### config.mk
export PLATFORM = sky130hd
export DESIGN_NAME = instr_fetch_unit
export DESIGN_NICKNAME = d
export VERILOG_FILES = /design/src/rtl/instr_fetch_unit.sv
export SDC_FILE = /design/constraint.sdc
export NUM_CORES = 1
export LEC_CHECK = 0
export BUFFER_PORTS_ARGS = -buffer_cell sky130_fd_sc_hd__clkbuf_2
export CORE_ASPECT_RATIO = 0.8
export CORE_MARGIN = 3
export CORE_UTILIZATION = 40
export CTS_BUF_LIST = sky130_fd_sc_hd__clkbuf_16
export DETAILED_ROUTE_END_ITERATION = 8
export GPL_TIMING_DRIVEN = 0
export HOLD_SLACK_MARGIN = 0.02
export SLEW_MARGIN = 10
export SYNTH_ARGS = -nofsm -noshare
export SYNTH_HDL_FRONTEND = slang
export SYNTH_SLANG_ARGS = --single-unit
export TNS_END_PERCENT = 20
### constraint.sdc
create_clock -name clk -period 1.6 [get_ports clk]
set_input_delay 0.08 -clock clk [delete_from_list [all_inputs] [get_ports clk]]
set_output_delay 0.08 -clock clk [all_outputs]
set_load 0.01 [all_outputs]
### src/rtl/instr_fetch_unit.sv
// Instruction fetch: program counter plus a small prefetch FIFO feeding decode over valid/ready.
// Fetch-to-head latency is 1 cycle. Fetch stalls while the FIFO is full and not popping. Start and redirect flush the FIFO.
module instr_fetch_unit #(
  parameter int unsigned ADDR_W     = 8,
  parameter int unsigned DATA_W     = 8,
  parameter int unsigned FIFO_DEPTH = 2,
  parameter int unsigned RESET_PC   = 0
) (
  input  logic              clk,
  input  logic              rst_n,
  input  logic              start,
  input  logic              stop,
  output logic [ADDR_W-1:0] imem_addr,
  input  logic [DATA_W-1:0] imem_instr,
  input  logic              redirect_valid,
  input  logic [ADDR_W-1:0] redirect_addr,
  output logic              out_valid,
  input  logic              out_ready,
  output logic [DATA_W-1:0] out_instr,
  output logic [ADDR_W-1:0] out_pc,
  output logic              busy
);

  localparam int unsigned PTR_W = $clog2(FIFO_DEPTH);
  localparam int unsigned CNT_W = PTR_W + 1;

  localparam logic [0:0] ST_IDLE = 1'b0;
  localparam logic [0:0] ST_RUN  = 1'b1;

  localparam logic [ADDR_W-1:0] PC_RST   = ADDR_W'(RESET_PC);
  localparam logic [CNT_W-1:0]  CNT_FULL = CNT_W'(FIFO_DEPTH);

  logic [0:0]        state_q, state_d;
  logic [ADDR_W-1:0] pc_q, pc_d;
  logic [CNT_W-1:0]  count_q, count_d;
  logic [PTR_W-1:0]  rd_ptr_q, rd_ptr_d;
  logic [PTR_W-1:0]  wr_ptr_q, wr_ptr_d;

  logic [ADDR_W-1:0] pc_mem_q    [FIFO_DEPTH];
  logic [DATA_W-1:0] instr_mem_q [FIFO_DEPTH];

  logic flush;
  logic pop;
  logic push;

  assign flush = start | redirect_valid;
  assign pop   = out_valid & out_ready;
  // stop is sampled at the same edge as the fetch, so that fetch is suppressed.
  assign push  = (state_q == ST_RUN) & ~flush & ~stop & ((count_q != CNT_FULL) | pop);

  always_comb begin
    state_d  = state_q;
    pc_d     = pc_q;
    count_d  = count_q;
    rd_ptr_d = rd_ptr_q;
    wr_ptr_d = wr_ptr_q;

    if (start) begin
      state_d = ST_RUN;
    end else if (stop) begin
      state_d = ST_IDLE;
    end

    if (flush) begin
      count_d  = '0;
      rd_ptr_d = '0;
      wr_ptr_d = '0;
      pc_d     = start ? PC_RST : redirect_addr;
    end else begin
      if (push) begin
        pc_d     = pc_q + ADDR_W'(1);
        wr_ptr_d = wr_ptr_q + PTR_W'(1);
      end
      if (pop) begin
        rd_ptr_d = rd_ptr_q + PTR_W'(1);
      end
      case ({push, pop})
        2'b10:   count_d = count_q + CNT_W'(1);
        2'b01:   count_d = count_q - CNT_W'(1);
        default: count_d = count_q;
      endcase
    end
  end

  always_ff @(posedge clk or negedge rst_n) begin
    if (!rst_n) begin
      state_q  <= ST_IDLE;
      pc_q     <= PC_RST;
      count_q  <= '0;
      rd_ptr_q <= '0;
      wr_ptr_q <= '0;
    end else begin
      state_q  <= state_d;
      pc_q     <= pc_d;
      count_q  <= count_d;
      rd_ptr_q <= rd_ptr_d;
      wr_ptr_q <= wr_ptr_d;
    end
  end

  always_ff @(posedge clk or negedge rst_n) begin
    if (!rst_n) begin
      for (int i = 0; i < int'(FIFO_DEPTH); i++) begin
        pc_mem_q[i]    <= '0;
        instr_mem_q[i] <= '0;
      end
    end else if (push) begin
      pc_mem_q[wr_ptr_q]    <= pc_q;
      instr_mem_q[wr_ptr_q] <= imem_instr;
    end
  end

  assign imem_addr = pc_q;
  assign busy      = (state_q == ST_RUN);
  assign out_valid = (count_q != '0);
  assign out_pc    = pc_mem_q[rd_ptr_q];
  assign out_instr = instr_mem_q[rd_ptr_q];

endmodule

==> results_dict.tcl, run 1 <==
set metrics [dict create \
    post_synth_num_cell_types 40 \
    finalInstanceArea_mm2 0.00289 \
    setup_viol 1 \
    drt-total-wl_um 5040 \
    grt_pass1_wl_um 8460 \
    fin_crit_sh_pct 100 \
    num_rows 23 \
    syn_area_per_cell_um2 13.0 \
    ys.flop_type "dfrtp_1" \
    hold_slack_ps -25.0 \
    cp-start-kind "flop" \
    crit_start "count_q[1]" \
    ys_ff_latch 45 \
    grt_usage_pct 17.1 \
    slew_headroom_pct 32.7 \
    r2r-end "imem_addr[6]" \
    tns_ps -6.52 \
    failed_checks "hold timing, setup timing" \
    synth_top_cell_by_area "dfrtp_1" \
    synth_area_leaders "dfrtp_1, mux2_2, a311oi_1" \
    worstPathMaxFanout 7 \
    cp-end-kind "flop" \
    clk_pin_slew_worst_paths_ps 60 \
    status "finished with violations" \
    ant_nets 0 \
    clockRootBuffer "clkbuf_16" \
    dp.final_hpwl_um 3490 \
    grt_max_degree 46 \
    die_y_um 72.8 \
    ff2ff_path_depth 4 \
    maxSlewViolCount 0 \
    rrSetupSlack_ps -7 \
    drc 0 \
    synth_top_cell_area_share_pct 50.5 \
    die-width_um 89.5 \
    antenna_found_initial 0 \
    synth_edf_count 0 \
    routabilityCongestion 0.816 \
    wire_per_inst_um 16.6 \
    skew_ps 2.47 \
    slowest_delay_ps 490 \
    ys_warn_count 0 \
    num_antenna_cells 0 \
    rsz0062_at_grt "true" \
    port-buffer-count 47 \
    drive_above_1_share_pct 56.2 \
    core_area_mm2 0.00518 \
    dp_slack_ps -214 \
    drtPass1Iterations 4 \
    synth.most_common_cell "mux2_2" \
    fin_total_pwr_uw 3110 \
    grt-ovfl-total 0 \
    synth_commonest_cells "mux2_2, dfrtp_1, nor2_1, a311oi_1" \
    drt_iter0_drc 79 \
    total_leakage_power_uw 0.00138 \
    vias 1631 \
    path_cells "nor3b_4 > buf_4 > or4_1 > a311oi_1" \
    start_util_pct 43.0 \
    area_growth_pct 29.5 \
    rr_startpoint "count_q[1]" \
    powerDensity_mw_per_mm2 1080 \
    hp-class "in -> async" \
    synthCells 172 \
    slowest_stage "or4_1" \
    max-cap-violations 0 \
    crit_type "reg -> reg" \
    async_reset_ff_share_pct 100 \
    irDropWorstVdd_mv 0.539 \
    fmax_mhz 622 \
    htree_num_levels 2 \
    viasPerCell 5.37 \
    numCtsBuffers 5 \
    clock_tree.buffer_depth 2 \
    cts_sinks 45 \
    cts_tree "done" \
    clk_latency_ps 280 \
    tightest_slew_ps 1010 \
    required_ps 1780 \
    die-area_mm2 0.00651 \
    setup_slack_ps -6.52 \
    ys_seq_area_share_pct 50.5 \
    synth_fp_nets 195 \
    ios 48 \
    final_nets 264 \
    synth_area_mm2 0.00223 \
    grt_pass1_vias 1670 \
    placed_area_mm2 0.00254 \
    fillers 465 \
    arrival_ps 1790 \
    hold_viol_final 45 \
    fin_crit_ps 1610 \
]
## worst max-delay path, delay by kind of cell (launching register included)
family	cells	cell delay [ps]
compound gates	1	260
buf+inv	1	140
flops	1	420
simple gates	2	680
## routing by layer
metal,up-vias,share of wire [%],global-route usage (%)
met4,0,0.38,4.46
met1,800,52,25.7
li1,793,-,-
met5,-,0,0
met2,36,43,24.8
met3,2,4.0,3.95
## cells by family (layout without fill, tap and decap cells)
kind of cell               after synthesis  after routing  synth area share (%)
AOI/OAI and AO/OA                       24             24                  7.69
buffers and inverters                   13             83                  3.25
muxes                                   48             48                  24.2
and+or+nand+nor                         40             40                  13.4
DFF                                     45             45                  50.5
xor gates and xnor gates                 1              1                 0.393
adders and majority gates                1              1                 0.561
## layout by cell type (no fill, tap or decap), types with 2 or more instances in the layout
cell	n
inv_1	6
buf_6	5
or3_1	2
a311oi_1	6
or4_1	5
clkbuf_1	3
o21ai_0	5
nand2b_1	2
a21oi_1	4
and2b_1	2
mux2_4	5
dfrtp_1	39
clkbuf_2	46
clkbuf_16	6
nand3_1	2
mux2_2	43
dfrtp_2	6
buf_4	13
nand4b_1	2
nor2_1	10
o31ai_1	3
## timing repair
action,4_1_cts,5_1_grt
endpoints found under the setup margin,38,35
pin swaps,2,5
hold buffers,0,0
resized for setup,11,8
buffers inserted,12,2
gates cloned,1,1
## final cells by class
class	count	area (um2)	share of cell area (%)
Buffer	8	67.6	2.34
Clock buffer	5	125	4.33
Clock inverter	3	37.5	1.30
Inverter	5	18.8	0.650
Multi-Input combinational cell	114	1050	36.5
Sequential cell	45	1130	39.3
Tap cell	62	77.6	2.69
Timing Repair Buffer	62	373	12.9
## report_power, final
group	switching (uW)	internal (uW)	total [uW]	leakage (uW)
clock network	412	726	1140	0.0000826
registers	93.6	1290	1390	0.000578
logic	260	324	584	0.000716
total	765	2340	3110	0.00138
## stage by stage
| step | util, % | std cells |
|---|---|---|
| 2_1_floorplan | - | 172 |
| 4_1_cts | 54.6 | 302 |
| 5_1_grt | 55.7 | 304 |
| 6_report | 55.7 | 304 |
| 3_5_place_dp | 49.1 | 281 |
| 3_3_place_gp | 49.1 | 281 |
## registers in the layout, indices dropped and copies added (netlist names)
| signal | count |
|---|---|
| busy | 1 |
| count_q | 2 |
| imem_addr | 8 |
| instr_mem_q | 16 |
| pc_mem_q | 16 |
| rd_ptr_q | 1 |
| wr_ptr_q | 1 |
## how the worst max path moves through the flow
stage	endpoint	slack (ps)	cells past startpoint
final	imem_addr[6]	-7	4
after global routing	imem_addr[7]	-70	4
after CTS	instr_mem_q[6]	-20	4
after detailed placement	instr_mem_q[11]	-210	4
after global placement	instr_mem_q[11]	-210	4
after floorplan	instr_mem_q[0]	3	4
No activity file was read; power rests on OpenSTA's default activity.
==> run 2: changes to the inputs <==
--- a/config.mk
+++ b/config.mk
@@ -11,7 +11,6 @@
 export CORE_UTILIZATION = 40
 export CTS_BUF_LIST = sky130_fd_sc_hd__clkbuf_16
 export DETAILED_ROUTE_END_ITERATION = 8
-export GPL_TIMING_DRIVEN = 0
 export HOLD_SLACK_MARGIN = 0.02
 export SLEW_MARGIN = 10
 export SYNTH_ARGS = -nofsm -noshare
==> run 2 against run 1 <==
Effect of this change: clock skew hardly changed; highest routed layer unchanged; die area stayed put; flip-flop and latch count stayed put; critical path depth is 3 higher; count of clock-buffer cells in the layout stayed put; first-iteration DRC count is 2.5% higher; the flow finishes with violations (setup timing); design area is 3.8% higher; critical endpoint is now instr_mem_q[12].
==> results_dict.tcl, run 2 (same netlist as run 1, synthesis figures left out) <==
set metrics [dict create \
    start_util_pct 43.0 \
    internal-power_uw 2200 \
    grt_usage_pct 16.2 \
    fin_crit_ps 1630 \
    vias 1711 \
    critPathBufInv 4 \
    ant_nets 0 \
    hold_start "imem_instr[5]" \
    hold_viol_final 0 \
    arrival_ps 1790 \
    tightest_slew_ps 563 \
    htree_num_levels 2 \
    drtPass1Iterations 6 \
    rrSetupSlack_ps -30 \
    clkPwrFrac_pct 32.0 \
    clock_tree.buffer_depth 2 \
    die_y_um 72.8 \
    powerDensity_mw_per_mm2 985 \
    skew_ps 2.65 \
    area_growth_pct 34.4 \
    ios 48 \
    fin_crit_sh_pct 102 \
    core_area_mm2 0.00518 \
    viasPerCell 5.47 \
    status "finished with violations" \
    grt_util_met2_pct 24.0 \
    r2r-end "instr_mem_q[12]" \
    setup_slack_ps -30.5 \
    cp-start-kind "flop" \
    clockRootBuffer "clkbuf_16" \
    drc 0 \
    grt-ovfl-total 0 \
    grt.busiest_layer "met2" \
    drt_iter0_drc 81 \
    clk_latency_ps 280 \
    layout_commonest_cell "clkbuf_2" \
    p_sw_share_pct 25.5 \
    total_leakage_power_uw 0.00142 \
    die-area_mm2 0.00651 \
    hp-class "in -> reg" \
    wire_per_inst_um 17.4 \
    numCtsBuffers 5 \
    drt-total-wl_um 5450 \
    final_cell_mix "clkbuf_2, mux2_2, dfrtp_1" \
    cts_tree "done" \
    multi_input_area_mm2 0.00111 \
    cp_common_cell "buf_4" \
    cts_sinks 45 \
    ff2ff_path_depth 7 \
    crit_type "reg -> reg" \
    max-cap-violations 0 \
    cp_top_family "buffers and inverters" \
    final_nets 274 \
    required_ps 1760 \
    cp-end-kind "flop" \
    register_area_mm2 0.00113 \
    port-buffer-count 47 \
    irDropWorstVdd_mv 0.720 \
    path_cells "buf_4 > nor3b_4 > buf_4 > nor4_4 > buf_4 > clkbuf_16 > mux2_2" \
    met3_usage_pct 3.72 \
    antenna_found_initial 0 \
    fmax_mhz 613 \
    maxSlewViolCount 0 \
    tns_ps -457 \
    dp.final_hpwl_um 3490 \
    clk_pin_slew_worst_paths_ps 60 \
    fin_total_pwr_uw 2950 \
    slowest_stage "dfrtp_1" \
    grt_pass1_vias 1597 \
    switchingPower_uw 753 \
    slew_headroom_pct 62.5 \
    num_rows 23 \
    die-width_um 89.5 \
    drive_above_1_share_pct 60.6 \
    rr_startpoint "count_q[0]" \
    worstPathMaxFanout 8 \
    failed_checks "setup timing" \
    seq_power_share_pct 46.9 \
    grt_use_met1_pct 23.8 \
    fillers 442 \
    routabilityCongestion 0.788 \
    dp_slack_ps -362 \
    whs_path_depth 2 \
    slowest_delay_ps 400 \
    rsz0062_at_grt "true" \
    comb_power_share_pct 21.1 \
    num_antenna_cells 0 \
    grt_pass1_wl_um 7890 \
    grt_max_degree 46 \
    worstHoldEndpoint "instr_mem_q[5]" \
    setup_viol 29 \
]
==> run 2: worst max-delay path by stage <==
stage	startpoint	end	cells past startpoint
2_1_floorplan	count_q[0]	instr_mem_q[0]	4
3_3_place_gp	busy	instr_mem_q[13]	3
3_5_place_dp	count_q[1]	instr_mem_q[13]	3
4_1_cts	count_q[0]	instr_mem_q[1]	4
5_1_grt	count_q[0]	instr_mem_q[12]	7
6_report	count_q[0]	instr_mem_q[12]	7
==> run 2: metal layers <==
layer / wire length, um / up-vias
met2: 2540 / 46
met3: 326 / 12
met5: 0 / -
met1: 2490 / 846
met4: 86 / 0
li1: - / 807
==> run 2: repair_timing <==
item	CTS	global route
hold buffers	1	0
gates cloned	0	2
setup endpoints to repair	37	32
pin swaps	3	12
endpoints found under the hold margin	45	0
buffers inserted	1	7
resized for setup	4	20
==> run 2: layout make-up <==
class	instances	area share [%]
flip-flops and latches	45	37.7
clock buffers	5	4.18
clock inverters	2	0.251
multi-input cells	115	37.1
inverters	5	0.626
well taps	62	2.59
repair buffers	79	17.6
==> run 2: power by group through the flow <==
stage	Sequential [uW]	Combinational, uW	Clock, uW
2_1_floorplan	1390	343	0
3_3_place_gp	1400	581	0
3_5_place_dp	1400	590	0
4_1_cts	1380	602	967
5_1_grt	1410	687	1010
6_report	1380	623	945
==> run 2: stage by stage <==
| stage | std cells | utilization (%) | hold WS, ps | cell area [um2] |
|---|---|---|---|---|
| final | 313 | 57.9 | 48.5 | 3000 |
| after global routing | 313 | 57.9 | 42.6 | 3000 |
| after CTS | 304 | 54.8 | 44.2 | 2840 |
| after detailed placement | 295 | 51.3 | 196 | 2660 |
| after global placement | 295 | 51.3 | 208 | 2660 |
| after floorplan | 172 | - | -216 | 2230 |
